### src/rtl/hex_keypad_scanner.sv
// 4x4 hex keypad scanner: drives one column low per slot and debounces whole frames.
// Each accepted key is shifted into a 16-bit entry word with the newest digit in [3:0].
module hex_keypad_scanner #(
  parameter int SCAN_TICKS     = 100000,
  parameter int DEBOUNCE_SCANS = 4
) (
  input  logic        clk,
  input  logic        rst,
  input  logic [3:0]  row,
  output logic [3:0]  col,
  output logic        key_valid,
  output logic [3:0]  key_code,
  output logic [15:0] data
);

  localparam int TW = (SCAN_TICKS > 1) ? $clog2(SCAN_TICKS) : 1;
  localparam int CW = (DEBOUNCE_SCANS > 1) ? $clog2(DEBOUNCE_SCANS + 1) : 1;
  localparam logic [TW-1:0] TICK_LAST = TW'(SCAN_TICKS - 1);
  localparam logic [CW-1:0] CNT_DB    = CW'(DEBOUNCE_SCANS);
  localparam logic [CW-1:0] CNT_ONE   = CW'(1);
  localparam logic [CW-1:0] CNT_ZERO  = '0;

  typedef enum logic [1:0] {
    IDLE    = 2'd0,
    PRESS   = 2'd1,
    HELD    = 2'd2,
    RELEASE = 2'd3
  } state_t;

  typedef enum logic [1:0] {
    FR_NONE   = 2'd0,
    FR_SINGLE = 2'd1,
    FR_MULTI  = 2'd2
  } frame_t;

  logic [3:0]      row_meta;
  logic [3:0]      row_sync;
  logic [TW-1:0]   tick;
  logic [1:0]      col_idx;
  logic [1:0]      col_idx_next;
  logic [2:0][3:0] frame_buf;
  logic            slot_end;
  logic            frame_end;

  logic [15:0]     hits;
  logic [1:0]      hit_cnt;
  logic [3:0]      fr_code;
  frame_t          fr_kind;

  state_t          state, state_n;
  logic [CW-1:0]   cnt, cnt_n;
  logic [3:0]      cand, cand_n;
  logic            accept;

  assign slot_end     = (tick == TICK_LAST);
  assign frame_end    = slot_end && (col_idx == 2'd3);
  assign col_idx_next = col_idx + 2'd1;

  // Column 3 is never buffered: its sample is consumed live on the frame-end edge.
  always_ff @(posedge clk) begin
    if (rst) begin
      row_meta  <= 4'hF;
      row_sync  <= 4'hF;
      tick      <= '0;
      col_idx   <= 2'd0;
      col       <= 4'b1110;
      frame_buf <= '1;
    end else begin
      row_meta <= row;
      row_sync <= row_meta;
      if (slot_end) begin
        tick    <= '0;
        col_idx <= col_idx_next;
        col     <= ~(4'b0001 << col_idx_next);
        case (col_idx)
          2'd0:    frame_buf[0] <= row_sync;
          2'd1:    frame_buf[1] <= row_sync;
          2'd2:    frame_buf[2] <= row_sync;
          default: ;
        endcase
      end else begin
        tick <= tick + TW'(1);
      end
    end
  end

  // hits bit index equals the key code {row_idx, col_idx}.
  always_comb begin
    hits = '0;
    for (int c = 0; c < 3; c++) begin
      for (int r = 0; r < 4; r++) begin
        hits[r*4 + c] = ~frame_buf[c][r];
      end
    end
    for (int r = 0; r < 4; r++) begin
      hits[r*4 + 3] = ~row_sync[r];
    end
  end

  always_comb begin
    hit_cnt = 2'd0;
    fr_code = 4'd0;
    for (int i = 0; i < 16; i++) begin
      if (hits[i]) begin
        if (hit_cnt == 2'd0) begin
          fr_code = 4'(i);
        end
        if (hit_cnt != 2'd2) begin
          hit_cnt = hit_cnt + 2'd1;
        end
      end
    end
  end

  always_comb begin
    case (hit_cnt)
      2'd0:    fr_kind = FR_NONE;
      2'd1:    fr_kind = FR_SINGLE;
      default: fr_kind = FR_MULTI;
    endcase
  end

  always_ff @(posedge clk) begin
    if (rst) begin
      state <= IDLE;
      cnt   <= CNT_ZERO;
      cand  <= 4'd0;
    end else if (frame_end) begin
      state <= state_n;
      cnt   <= cnt_n;
      cand  <= cand_n;
    end
  end

  // Evaluated only on frame_end; a single-frame threshold skips PRESS/RELEASE entirely.
  always_comb begin
    state_n = state;
    cnt_n   = cnt;
    cand_n  = cand;
    accept  = 1'b0;
    case (state)
      IDLE: begin
        if (fr_kind == FR_SINGLE) begin
          cand_n = fr_code;
          if (CNT_ONE >= CNT_DB) begin
            state_n = HELD;
            cnt_n   = CNT_ZERO;
            accept  = 1'b1;
          end else begin
            state_n = PRESS;
            cnt_n   = CNT_ONE;
          end
        end
      end
      PRESS: begin
        if (fr_kind == FR_SINGLE && fr_code == cand) begin
          if (cnt + CNT_ONE >= CNT_DB) begin
            state_n = HELD;
            cnt_n   = CNT_ZERO;
            accept  = 1'b1;
          end else begin
            cnt_n = cnt + CNT_ONE;
          end
        end else if (fr_kind == FR_SINGLE) begin
          cand_n = fr_code;
          cnt_n  = CNT_ONE;
        end else begin
          state_n = IDLE;
          cnt_n   = CNT_ZERO;
        end
      end
      HELD: begin
        if (fr_kind == FR_NONE) begin
          if (CNT_ONE >= CNT_DB) begin
            state_n = IDLE;
            cnt_n   = CNT_ZERO;
          end else begin
            state_n = RELEASE;
            cnt_n   = CNT_ONE;
          end
        end
      end
      RELEASE: begin
        if (fr_kind == FR_NONE) begin
          if (cnt + CNT_ONE >= CNT_DB) begin
            state_n = IDLE;
            cnt_n   = CNT_ZERO;
          end else begin
            cnt_n = cnt + CNT_ONE;
          end
        end else begin
          state_n = HELD;
          cnt_n   = CNT_ZERO;
        end
      end
      default: begin
        state_n = IDLE;
        cnt_n   = CNT_ZERO;
      end
    endcase
  end

  always_ff @(posedge clk) begin
    if (rst) begin
      key_valid <= 1'b0;
      key_code  <= 4'd0;
      data      <= 16'd0;
    end else begin
      key_valid <= frame_end && accept;
      if (frame_end && accept) begin
        key_code <= cand_n;
        data     <= {data[11:0], cand_n};
      end
    end
  end

endmodule

### config.mk
export PLATFORM = sky130hd
export DESIGN_NAME = hex_keypad_scanner
export DESIGN_NICKNAME = d
export VERILOG_FILES = /design/src/rtl/hex_keypad_scanner.sv
export SDC_FILE = /design/constraint.sdc
export NUM_CORES = 1
export LEC_CHECK = 0
export CAP_MARGIN = 5
export CORE_MARGIN = 8
export CORE_UTILIZATION = 25
export DETAILED_ROUTE_END_ITERATION = 16
export PLACE_DENSITY = 0.52
export REMOVE_ABC_BUFFERS = 1
export SYNTH_ARGS = -nofsm -noshare
export SYNTH_HDL_FRONTEND = slang
export SYNTH_SLANG_ARGS = --single-unit
### constraint.sdc
create_clock -name clk -period 6.3 [get_ports clk]
set_input_delay 0.945 -clock clk [delete_from_list [all_inputs] [get_ports clk]]
set_output_delay 0.945 -clock clk [all_outputs]
set_load 0.03 [all_outputs]
### Yosys cells after proc, flatten, opt, wreduce, memory -nomap -nowiden

Index checks and enable logic that the tools add are counted.

* output and inout bits: 25
* input port bits: 6
* register bits: 73
* logic and storage cells: 176

* reduce and logical (&&, ||, !) cells: 28
* shifts and indexed selects: 1
* multiplexer cells: 83
* equal/unequal tests: 30
* bitwise logic cells: 1
* $lt $le $gt $ge: 1
* add/sub/neg operators: 18

Operator list (number)
* two-way mux 4 bit: 30
* two-way mux 2 bit: 37
* zero test 2 bit: 19
* != test 2 bit (second input constant): 17
* adder 2 x 1 -> 2 bit (second input constant): 16
* adder 17 x 1 -> 17 bit (second input constant): 1
* == test 17 bit (second input constant): 1
* two-way mux 3 bit: 5
* one-hot mux 3 bit (4 select lines): 1
* != test 3 bit (second input constant): 3
* == test 2 x 1 -> 1 bit (second input constant): 4
* == test 2 bit (second input constant): 4
* one-hot mux 2 bit (4 select lines): 1
* one-hot mux 4 bit (2 select lines): 1
* two-way mux 1 bit: 7
* AND reduction 2 bit: 3
* AND reduction 6 bit: 1
* == test 4 bit: 1
* inverter 4 bit: 1
* one-hot mux 2 bit (2 select lines): 1
* left shift 1 x 2 -> 4 bit (first input constant): 1
* adder 3 x 1 -> 3 bit (second input constant): 1
* >= comparator 3 bit (second input constant): 1
* logical AND 1 bit: 3
* other kinds (2): 2

### Depth between registers and ports, before layout

* word-level depth: 53
* gate-level depth with buffers: 31
* mapped depth without buffers: 25

### Worst setup path before layout

OpenSTA, ideal clock, no wires.

* path kind: register to register
* start point: reg frame_buf[0] (netlist name)
* end point: reg data[3]
* period minus slack after synthesis: 6.550 ns
* slack: -0.250 ns
* buffers on the path: 3
* data arrival time: 6.427 ns
* cell stages (with the launch flop): 27
* required time: 6.177 ns
* setup time: 0.123 ns
* path through: dfxtp_1 inv_1 ha_1 or4b_4 and3_1 buf_4 a21oi_1 o221ai_2 a21oi_2 a31o_1 buf_2 nor4_1 a311oi_1 nand2_1 o311ai_2 a2bb2oi_2 a2111oi_0 o22a_1 nand4_1 and2_1 ha_1 nor2b_1 or4_4 a22oi_4 and4_1 buf_6 mux2_1

* longest elaborated chain between the ends: 53
* elaborated cells between the ends (all ways): 118
* classes of those cells: 15 x add/sub; 18 x eq/ne; 67 x mux; 18 x reduce/logical

Ends and longest elaborated chain
* from (decl): RTL line 41 `logic [2:0][3:0] frame_buf;`
* two-way mux 1 bit (*): RTL line 104 `if (hits[i]) begin`
* branches (longest 52 deep; another with adder 2 x 1 -> 2 bit)
* to (signal assigned): RTL line 212 `data <= {data[11:0], cand_n};`
* to (decl): RTL line 13 `output logic [15:0] data`

Mark *: on every way between the ends.
A chain may end at the register's enable or synchronous reset.

### Worst setup path in the final report

* start point: reg frame_buf[4] (netlist name)
* end point: reg data[3]

* longest elaborated chain between the ends: 50
* elaborated cells between the ends (all ways): 112
* classes of those cells: 14 x add/sub; 17 x eq/ne; 64 x mux; 17 x reduce/logical

Ends and longest elaborated chain
* branches (longest 50 deep; another with adder 2 x 1 -> 2 bit)

Several ways; the timed one is not identified.

==> results.toml <==
[outcome]
status = "finished, violations left"
violations = "setup timing"

[worst_setup_path]
worstPathRequired_ns = 6.52
crit_slowest_cell = "or4b_4"
arrival_ns = 6.56
critPathLaunch = "frame_buf[4]"
slowest_delay_ns = 0.56
crit_buf_inv = 2
reg2reg_slack_ns = -0.04
crit_cells = 25
worst_path_most_repeated_cell = "ha_4"
crit_path_end_kind = "flop"
critPathCapture = "data[3]"
startpoint_type = "flop"
worst-setup-path-type = "flop to flop"
path_delay_family = "compound AO/OA/AOI/OAI gates"
r2r-start = "frame_buf[4]"
reg2reg_to = "data[3]"
cp_max_fo = 6
rr_worst_depth = 25

[floorplan]
die_h_um = 162
die-area_um2 = 26200
ios = 31
start_util_pct = 25.4
fp-row-count = 53
core_um2 = 21000
die_w_um = 162

[place]
dp_hpwl_um = 11500
place_congestion = 0.849
place_area_um2 = 6720
dp_cells = 1065
port_buffers = 30

[route]
drtPass1Iterations = 5
vias = 5544
vias_per_cell = 5.02
routed_wl_um = 15800
wl_per_cell_um = 14.3
drc = 0
ant_nets = 0
drtIter0Drc = 389

[power_and_ir_drop]
fin_total_pwr_mw = 1.23
p_leak_nw = 3.11
vdd_drop_max_uv = 152
power.density_nw_per_um2 = 158

[clocking]
clk_path_buf_depth = 2
htreeDepth = 3
clkSinkCount = 69
cts_root_buffer = "clkbuf_16"
cts_tree = "yes"
cts_inserted_buffers = 9
cts.hold.buffers_added = 0
worstSkewPairLatency_ns = 0.33
clkTransAtPathRegs_ns = 0.06

[logic_synthesis]
syn_inst = 672
synth_area_leader_cell = "dfxtp_1"
yosys_register_bits = 69
syn_area_per_cell_um2 = 7.92
netlist_area_um2 = 5320
yosys_warnings = 0
synth.distinct_cells = 100
synthArstFlopShare_pct = 0
synth_area_leaders = "dfxtp_1, nand2_1, nor2_1"
ys_seq_area_share_pct = 25.9
ys.flop_type = "dfxtp_1"
synth_top_area_share_pct = 25.9
synth_edf_count = 0

[timing]
post-route-period-util_pct = 101
hold_viol_final = 0
finalSetupViolCount = 14
fmax_mhz = 158
worst_slack_ns = -0.0384
rsz0062_at_grt = "yes"
fin_skew_ns = 0.00561
slew_viol_final = 0
timing.slew.headroom_pct = 62.0
setup_tns_ns = -0.199
worst_slew_pin_slew_ns = 0.556
fin_crit_ns = 6.34
whs_ns = 0.406

[min_path]
hold_path_class = "flop to flop"
hold_start = "row_meta[1]"
worstHoldPathCells = 1

[global_routing]
antenna_found_initial = 0
grt-ovfl-total = 0
grt_first_pass_wirelength_um = 26200
grt.total_usage_pct = 11.8
grt_pass1_vias = 5516
grt_max_degree = 32

[layout]
stdcell_count = 1105
area_growth_pct = 46.3
diodes = 0
layout.nets = 846
mostFrequentLayoutCells = "buf_4, nand2_1, dfxtp_1"
finalInstanceArea_um2 = 7790
mostFrequentLayoutCell = "buf_4"
layout-drive-gt1-share_pct = 34.1
fillers = 2199

[flow_run]
drv_cap = 0
## flip-flops by register name (all words and copies together), names as in the netlist
register	cells
cnt	3
col_idx	2
state	2
cand	4
key_valid	1
key_code	3
frame_buf	12
tick	17
row_sync	4
row_meta	4
data	13
col	4
## cells in the mapped netlist (7+ instances only)
cell,instances
a21o_1,11
o21ai_0,19
and3_1,10
xnor2_1,12
mux2i_1,18
nor3_1,13
ha_1,15
nor4_1,7
nor2_1,54
xor2_1,13
a21oi_1,30
o211ai_1,18
dfxtp_1,69
nand2_1,90
a211oi_1,8
or2_2,11
nand3_1,36
clkbuf_1,25
inv_1,24
o21ai_1,10
## power breakdown
group / switching (mW) / leakage (nW) / internal, mW
Clock: 0.187 / 0.158 / 0.356
Sequential: 0.00472 / 0.558 / 0.441
Combinational: 0.120 / 2.40 / 0.123
Total: 0.312 / 3.11 / 0.919
## how the worst min path moves through the flow
stage / to / slack, ns
2_1_floorplan: row_sync[0] / 0.39
3_3_place_gp: row_sync[1] / 0.39
3_5_place_dp: row_sync[1] / 0.39
4_1_cts: row_sync[1] / 0.41
5_1_grt: row_sync[3] / 0.43
6_report: row_sync[1] / 0.41
## layout make-up
class                   count  area (um2)  share of cell area (%)
multi-input cells         539        4170                    53.5
repair buffers            180        1470                    18.8
flip-flops and latches     69        1380                    17.8
well taps                 275         344                    4.42
clock buffers              10         239                    3.07
inverters                  26        97.6                    1.25
clock inverters             6        86.3                    1.11
## timing repair
action | CTS | global route
setup endpoints to repair | 26 | 26
setup buffers | 17 | 6
pin swaps | 39 | 42
gates cloned | 1 | 0
endpoints found under the hold margin | 0 | 0
resized for setup | 62 | 47
## logic make-up after synthesis
| kind of cell | share of synthesized area, % |
|---|---|
| buffers and inverters | 5.71 |
| xor gates and xnor gates | 4.94 |
| DFF | 25.9 |
| and+or+nand+nor | 25.0 |
| AOI/OAI and AO/OA | 30.6 |
| adders and majority gates | 3.53 |
| muxes | 4.28 |
## worst reg2reg max path: cells and delay by family, from the launching register on
kind,cells,cell delay [ns]
AO/OA/AOI/OAI,11,2.29
AND/OR/NAND/NOR,6,1.94
multiplexers,2,0.60
XOR/XNOR,2,0.47
adder cells (fa/ha/maj),2,0.39
flip-flops,1,0.33
buffers and inverters,2,0.22
## per-layer routing
| layer | vias to the layer above | share of wire, % | GRT usage, % |
|---|---|---|---|
| li1 | 2809 | - | - |
| met1 | 2587 | 49 | 15.5 |
| met2 | 122 | 46 | 18.9 |
| met3 | 26 | 3.6 | 1.85 |
| met4 | 0 | 2.1 | 4.76 |
| met5 | - | 0 | 0 |
## through the flow
stage	utilization (%)	setup slack, ns
after floorplan	-	-0.705
after CTS	35.8	0.0105
after detailed placement	32.1	-0.425
after global placement	32.1	-0.402
final	37.2	-0.0384
after global routing	37.2	-0.331
(Power assumes the default switching activity.)
